==> src/rtl/lif_pkg.sv <==
// lif_pkg: shared FSM states, LFSR constants, Q0.8 shift and saturation helper for the LIF array.
package lif_pkg;
  typedef enum logic [1:0] {IDLE, RUN, STEP_END, DONE} state_t;
  localparam int LFSR_W = 16;
  localparam logic [LFSR_W-1:0] LFSR_TAPS = 16'hB400;
  localparam int QSHIFT = 8;
  function automatic logic [31:0] sat_w(input logic [31:0] x, input int w);
    logic [31:0] m;
    m = (32'd1 << w) - 32'd1;
    return x > m ? m : x;
  endfunction
endpackage

==> src/rtl/lif_neuron_array_if.sv <==
// lif_neuron_array_if: control, configuration and result signals of the LIF neuron array.
interface lif_neuron_array_if #(parameter int N_CH = 8, DW = 8, CW = 8);
  localparam int AW = $clog2(N_CH);
  logic start;
  logic abort;
  logic [N_CH*DW-1:0] input_current;
  logic [DW-1:0] threshold;
  logic [7:0] beta;
  logic [7:0] weight;
  logic [7:0] n_steps;
  logic [3:0] refrac;
  logic reset_mode;
  logic [AW-1:0] rd_addr;
  logic busy;
  logic [N_CH-1:0] spike_vec;
  logic spike_vec_valid;
  logic [7:0] step_cnt;
  logic done;
  logic [CW-1:0] rd_count;
  modport master (
    output start, abort, input_current, threshold, beta, weight, n_steps, refrac, reset_mode, rd_addr,
    input busy, spike_vec, spike_vec_valid, step_cnt, done, rd_count
  );
  modport slave (
    input start, abort, input_current, threshold, beta, weight, n_steps, refrac, reset_mode, rd_addr,
    output busy, spike_vec, spike_vec_valid, step_cnt, done, rd_count
  );
endinterface

==> src/rtl/lif_lfsr.sv <==
// lif_lfsr: 16-bit Fibonacci LFSR (x^16+x^14+x^13+x^11+1); rnd exposes the low bits of the advanced value.
module lif_lfsr import lif_pkg::*; #(
  parameter logic [LFSR_W-1:0] SEED = 16'h0001,
  parameter int OW = 8
) (
  input  logic clk,
  input  logic reset,
  input  logic en,
  output logic [OW-1:0] rnd
);
  logic [LFSR_W-1:0] q, nxt;
  assign nxt = {q[LFSR_W-2:0], ^(q & LFSR_TAPS)};
  assign rnd = nxt[OW-1:0];
  always_ff @(posedge clk or posedge reset)
    if (reset) q <= SEED;
    else if (en) q <= nxt;
endmodule

==> src/rtl/lif_neuron_array.sv <==
// lif_neuron_array: time-multiplexed leaky integrate-and-fire neurons sharing one update datapath.
module lif_neuron_array import lif_pkg::*; #(
  parameter int N_CH = 8,
  parameter int DW = 8,
  parameter int CW = 8,
  parameter logic [15:0] SEED = 16'h0001
) (
  input logic clk,
  input logic reset,
  lif_neuron_array_if.slave bus
);
  localparam int AW = $clog2(N_CH);
  localparam int SW = DW + 9;
  state_t state, state_nxt;
  logic [AW-1:0] ch_idx;
  logic [DW-1:0] mem [N_CH];
  logic [3:0] refr [N_CH];
  logic [CW-1:0] cnt [N_CH];
  logic [N_CH-1:0] spk_acc, spk_now, spike_vec_q;
  logic [7:0] step_q;
  logic [CW-1:0] rd_q;
  logic [DW-1:0] rnd, cur, thr, v_new, v_post;
  logic [SW-1:0] sum;
  logic run, last, accept, in_spk, fire;
  // The random draw uses the value the LFSR advances to for this channel update.
  lif_lfsr #(.SEED(SEED), .OW(DW)) u_lfsr (.clk(clk), .reset(reset), .en(run), .rnd(rnd));
  assign run = state == RUN && !bus.abort;
  assign last = ch_idx == AW'(N_CH - 1);
  assign accept = state == IDLE && bus.start && !bus.abort;
  assign cur = bus.input_current[ch_idx*DW +: DW];
  assign thr = bus.threshold == '0 ? DW'(1) : bus.threshold;
  assign in_spk = rnd < cur;
  assign sum = SW'(mem[ch_idx]) * SW'(bus.beta) + (in_spk ? SW'(cur) * SW'(bus.weight) : '0);
  assign v_new = DW'(sat_w(32'(sum >> QSHIFT), DW));
  assign fire = refr[ch_idx] == 4'd0 && v_new >= thr;
  assign v_post = !fire ? v_new : bus.reset_mode ? '0 : v_new - thr;
  assign bus.busy = state != IDLE;
  assign bus.done = state == DONE;
  assign bus.spike_vec_valid = state == STEP_END;
  assign bus.spike_vec = spike_vec_q;
  assign bus.step_cnt = step_q;
  assign bus.rd_count = rd_q;
  always_comb begin
    spk_now = spk_acc;
    spk_now[ch_idx] = fire;
  end
  always_comb begin
    state_nxt = state;
    case (state)
      IDLE: if (bus.start) state_nxt = bus.n_steps == 8'd0 ? DONE : RUN;
      RUN: if (last) state_nxt = STEP_END;
      STEP_END: state_nxt = step_q + 8'd1 == bus.n_steps ? DONE : RUN;
      DONE: state_nxt = IDLE;
    endcase
    if (bus.abort) state_nxt = IDLE;
  end
  always_ff @(posedge clk or posedge reset)
    if (reset) begin
      state <= IDLE;
      ch_idx <= '0;
      step_q <= '0;
      spike_vec_q <= '0;
      spk_acc <= '0;
      rd_q <= '0;
      for (int i = 0; i < N_CH; i++) begin
        mem[i] <= '0;
        refr[i] <= '0;
        cnt[i] <= '0;
      end
    end else begin
      state <= state_nxt;
      rd_q <= cnt[bus.rd_addr];
      if (accept) begin
        ch_idx <= '0;
        step_q <= '0;
        spike_vec_q <= '0;
        spk_acc <= '0;
        for (int i = 0; i < N_CH; i++) begin
          mem[i] <= '0;
          refr[i] <= '0;
          cnt[i] <= '0;
        end
      end else if (run) begin
        ch_idx <= last ? '0 : ch_idx + AW'(1);
        spk_acc <= spk_now;
        if (last) spike_vec_q <= spk_now;
        if (refr[ch_idx] != 4'd0) refr[ch_idx] <= refr[ch_idx] - 4'd1;
        else begin
          mem[ch_idx] <= v_post;
          if (fire) begin
            refr[ch_idx] <= bus.refrac;
            cnt[ch_idx] <= cnt[ch_idx] == '1 ? cnt[ch_idx] : cnt[ch_idx] + CW'(1);
          end
        end
      end else if (state == STEP_END && !bus.abort) step_q <= step_q + 8'd1;
    end
endmodule

==> src/flat_wrapper.sv <==
// flat-port wrapper written by rule: the top's interface ports become plain ports
module lif_neuron_array_flat import lif_pkg::*;
#(
  parameter int N_CH = 8,
  parameter int DW = 8,
  parameter int CW = 8,
  parameter logic [15:0] SEED = 16'h0001
)
  (clk, reset, bus_start, bus_abort, bus_input_current, bus_threshold, bus_beta, bus_weight, bus_n_steps, bus_refrac, bus_reset_mode, bus_rd_addr, bus_busy, bus_spike_vec, bus_spike_vec_valid, bus_step_cnt, bus_done, bus_rd_count);
  lif_neuron_array_if #(.N_CH(N_CH), .DW(DW), .CW(CW)) bus_i ();
  input logic clk;
  input logic reset;
  input wire logic [$bits(bus_i.start)-1:0] bus_start;
  input wire logic [$bits(bus_i.abort)-1:0] bus_abort;
  input wire logic [$bits(bus_i.input_current)-1:0] bus_input_current;
  input wire logic [$bits(bus_i.threshold)-1:0] bus_threshold;
  input wire logic [$bits(bus_i.beta)-1:0] bus_beta;
  input wire logic [$bits(bus_i.weight)-1:0] bus_weight;
  input wire logic [$bits(bus_i.n_steps)-1:0] bus_n_steps;
  input wire logic [$bits(bus_i.refrac)-1:0] bus_refrac;
  input wire logic [$bits(bus_i.reset_mode)-1:0] bus_reset_mode;
  input wire logic [$bits(bus_i.rd_addr)-1:0] bus_rd_addr;
  output wire logic [$bits(bus_i.busy)-1:0] bus_busy;
  output wire logic [$bits(bus_i.spike_vec)-1:0] bus_spike_vec;
  output wire logic [$bits(bus_i.spike_vec_valid)-1:0] bus_spike_vec_valid;
  output wire logic [$bits(bus_i.step_cnt)-1:0] bus_step_cnt;
  output wire logic [$bits(bus_i.done)-1:0] bus_done;
  output wire logic [$bits(bus_i.rd_count)-1:0] bus_rd_count;
  assign bus_i.start = bus_start;
  assign bus_i.abort = bus_abort;
  assign bus_i.input_current = bus_input_current;
  assign bus_i.threshold = bus_threshold;
  assign bus_i.beta = bus_beta;
  assign bus_i.weight = bus_weight;
  assign bus_i.n_steps = bus_n_steps;
  assign bus_i.refrac = bus_refrac;
  assign bus_i.reset_mode = bus_reset_mode;
  assign bus_i.rd_addr = bus_rd_addr;
  assign bus_busy = bus_i.busy;
  assign bus_spike_vec = bus_i.spike_vec;
  assign bus_spike_vec_valid = bus_i.spike_vec_valid;
  assign bus_step_cnt = bus_i.step_cnt;
  assign bus_done = bus_i.done;
  assign bus_rd_count = bus_i.rd_count;
  lif_neuron_array #(.N_CH(N_CH), .DW(DW), .CW(CW), .SEED(SEED)) u_core (.clk(clk), .reset(reset), .bus(bus_i));
endmodule
==> config.mk <==
export PLATFORM = sky130hd
export DESIGN_NAME = lif_neuron_array_flat
export DESIGN_NICKNAME = d
export VERILOG_FILES = /design/src/rtl/lif_pkg.sv /design/src/rtl/lif_neuron_array_if.sv /design/src/rtl/lif_lfsr.sv /design/src/rtl/lif_neuron_array.sv /design/src/flat_wrapper.sv
export SDC_FILE = /design/constraint.sdc
export NUM_CORES = 1
export LEC_CHECK = 0
export ABC_AREA = 1
export BUFFER_PORTS_ARGS = -buffer_cell sky130_fd_sc_hd__buf_2
export CAP_MARGIN = 25
export CORE_ASPECT_RATIO = 0.5
export CORE_MARGIN = 2
export CORE_UTILIZATION = 55
export CTS_CLUSTER_SIZE = 14
export DETAILED_ROUTE_END_ITERATION = 10
export GPL_ROUTABILITY_DRIVEN = 0
export GPL_TIMING_DRIVEN = 0
export PLACE_DENSITY_LB_ADDON = 0.2
export SYNTH_ARGS = -nofsm -noshare
export SYNTH_HDL_FRONTEND = slang
export SYNTH_SLANG_ARGS = --single-unit
export TNS_END_PERCENT = 100
==> constraint.sdc <==
create_clock -name clk -period 10.6 [get_ports clk]
set_input_delay 2.65 -clock clk [delete_from_list [all_inputs] [get_ports clk]]
set_output_delay 2.65 -clock clk [all_outputs]
set_load 0.02 [all_outputs]
==> run metrics <==
# IOs 135; Max Cap Viol 0; fmax 88.0 MHz; die area 30500 sq um; Core Rows 44; ANT cells 0; CP required approximately 11 ns; antenna viol nets, final 0; commonest non-fill, non-tap cells in the layout 434 x nand2_1, 283 x inv_1, 212 x dfrtp_1, 135 x buf_2, 130 x nor2_1; drt first pass iters 6; critical path's most frequent cell fa_1; Root Buffer Master clkbuf_16; post-DP HPWL 36200 um; nets 2527; CTS tree yes; Pins Over Slew Limit 0; Clock Skew 0.0148 ns; gr ovfl total 0; Ys Warns 0; number of synthesized register bits between 200 and 250; Worst Tran Pin Value 1.11 ns; Clock Latency Late Sink 0.53 ns; aggregate global-route resource usage 34.9%; worst-path fanout max 8; WL/cell 20.2 um; period utilization 107%; min-delay src u_core.u_lfsr.q[11]$_DFFE_PP0P_; post-layout util between 70% and 80%; RSZ-0062 raised after global routing true; DP Area 17600 sq um; initial antenna violation count 0; H-Tree Depth 1; post-synthesis sequential area ratio between 30% and 40%; synthesized instance count 2019; Critical R2R Launch u_core.ch_idx[0]$_DFFE_PP0N_; post-synthesis cell type count 53; final setup fails 176; CP startpoint kind input pin; Crit. Startpoint bus_input_current[25]; Synth Flop Type dfrtp_1; initial cell density of the core 55.5%; via count 15917; Die Ht 124 um; total core area around 29000 sq um; commonest non-fill, non-tap cell in the layout nand2_1; Post-Syn Area per Cell 7.90 sq um; CP arrival 11.82 ns; Hold-fix buffers, CTS 0; Crit-path slowest cell fa_2; cell area after layout around 20000 sq um; first-pass GRT wire length 84200 um; Hold Path Class reg2reg; Placed Cells 2542; CTS buffer count 22; syn_nets approximately 2300; vias in the first global route 15589; slowest stage delay, CP 0.59 ns; Rel. slew slack 25.2%; # DRC 0; clock sinks 213; Worst-path clk slew approximately 0.060 ns; failing checks setup timing; status finished with violations; WL final ~53000 um; largest net degree at the start of global routing 122; port bufs 131; Fill cells ~2200; Post-synth ARST share 100%; drt initial violations 1823; Die W about 240 um; worst setup margin -0.767 ns; worst-case clock buffer depth 3; synth-to-layout area growth 28.5%; Period minus WS final 11.37 ns; routed vias/inst between 6 and 7; final hold violation count 0; mapped cell area 15900 sq um; Hold WS 0.471 ns; Crit Path Category in2reg; Post-synth EDFFs 0; ratio of cells with drive above 1 in the final layout 27.4%; Cell Count, Final, Fillers Out ~2600; critical path capture point type register
-- cell families (layout without fill, tap and decap cells) --
kind of cell | Yosys count | count (layout) | synth area share (%)
AND/OR/NAND/NOR | 810 | 811 | 21.6
AO/OA/AOI/OAI | 400 | 400 | 15.5
buffers and inverters | 384 | 618 | 9.45
flip-flops | 213 | 213 | 33.4
adder cells (fa/ha/maj) | 176 | 176 | 17.9
XOR/XNOR | 28 | 28 | 1.54
multiplexers | 8 | 8 | 0.565
-- worst max-delay path, delay by kind of cell --
kind	cells	cell delay (ns)
buf+inv	13	1.06
compound gates	15	2.33
simple gates	9	1.02
fa+ha+maj	12	4.76
-- cell type report --
| cell class | instances | area [sq um] | share of cell area (%) |
|---|---|---|---|
| clock inverters | 4 | 45.0 | 0.220 |
| repair inverters | 1 | 8.76 | 0.0427 |
| well taps | 391 | 489 | 2.39 |
| flip-flops and latches | 213 | 5330 | 26.0 |
| plain buffers | 45 | 285 | 1.39 |
| clock buffers | 31 | 636 | 3.10 |
| multi-input cells | 1423 | 11000 | 53.5 |
| repair buffers | 199 | 1350 | 6.59 |
| inverters | 338 | 1380 | 6.71 |
-- flip-flops by register name (all words and copies together), names as in the netlist --
register              flops
u_core.bus.rd_count       8
u_core.bus.step_cnt       8
u_core.bus.spike_vec      8
u_core.ch_idx             3
u_core.spk_acc            8
u_core.u_lfsr.q          16
u_core.state              2
u_core.cnt               64
u_core.mem               64
u_core.refr              32
-- cells in the mapped netlist, types with 4 or more instances --
| library cell | n | share of area [%] |
|---|---|---|
| a221oi_2 | 4 | 0.38 |
| o31ai_1 | 7 | 0.33 |
| nor3_1 | 9 | 0.28 |
| xor2_1 | 14 | 0.77 |
| ha_1 | 89 | 7.0 |
| o22ai_1 | 60 | 2.4 |
| o21ai_1 | 14 | 0.44 |
| o21ai_0 | 141 | 4.4 |
| a21oi_1 | 72 | 2.3 |
| a221oi_1 | 34 | 1.9 |
| a31oi_1 | 10 | 0.39 |
| clkinv_1 | 11 | 0.26 |
| nand3_4 | 4 | 0.44 |
| a22oi_1 | 6 | 0.28 |
| a22o_1 | 23 | 1.3 |
| nor2_1 | 148 | 3.5 |
| inv_2 | 18 | 0.42 |
| o21bai_1 | 4 | 0.19 |
| o211ai_1 | 9 | 0.42 |
| nor2_2 | 6 | 0.24 |
| nand2_1 | 482 | 11 |
| mux2_2 | 8 | 0.56 |
| nand3_2 | 12 | 0.75 |
| clkbuf_1 | 28 | 0.66 |
| nand2_2 | 9 | 0.35 |
| nand4_1 | 16 | 0.63 |
| inv_1 | 308 | 7.2 |
| buf_6 | 6 | 0.42 |
| a211oi_1 | 6 | 0.28 |
| fa_1 | 87 | 11 |
| xnor2_1 | 14 | 0.77 |
| buf_2 | 6 | 0.19 |
| dfrtp_1 | 212 | 33 |
| nand3_1 | 113 | 3.5 |
-- repair_timing --
item,CTS,global route
pin swaps,69,62
gates resized for setup,219,160
setup buffers,56,12
setup endpoints to repair,176,176
cloned,3,1
endpoints found under the hold margin,0,0
-- layer usage --
metal  wire, um  track usage (%)
met1      21300             47.1
met2      24500             55.3
met3       4970             6.79
met4       2630             14.6
met5          0                0
-- worst paths after layout --
path	to	slack [ns]	depth (start not counted)
hold reg to reg	u_core.u_lfsr.q[11]$_DFFE_PP0P_	0.47	2
max in group asynchronous	u_core.mem[19]$_DFFE_PP0P_	7.30	3
min in group asynchronous	u_core.cnt[62]$_DFFE_PP0P_	2.32	2
setup / recovery	u_core.mem[24]$_DFFE_PP0P_	-0.77	49
hold / removal	u_core.u_lfsr.q[11]$_DFFE_PP0P_	0.47	2
setup reg to reg	u_core.mem[24]$_DFFE_PP0P_	-0.70	55
-- metrics by stage --
step / setup WS, ns / TNS (ns)
after floorplan: -0.658 / -92.89
after global placement: -2.02 / -400.31
after detailed placement: -2.07 / -330.67
after CTS: -0.537 / -80.24
after global routing: -1.26 / -202.20
final: -0.767 / -118.98
Power is not shown: default switching activity piles up to over one toggle a cycle in this logic, so the estimate is an artifact.
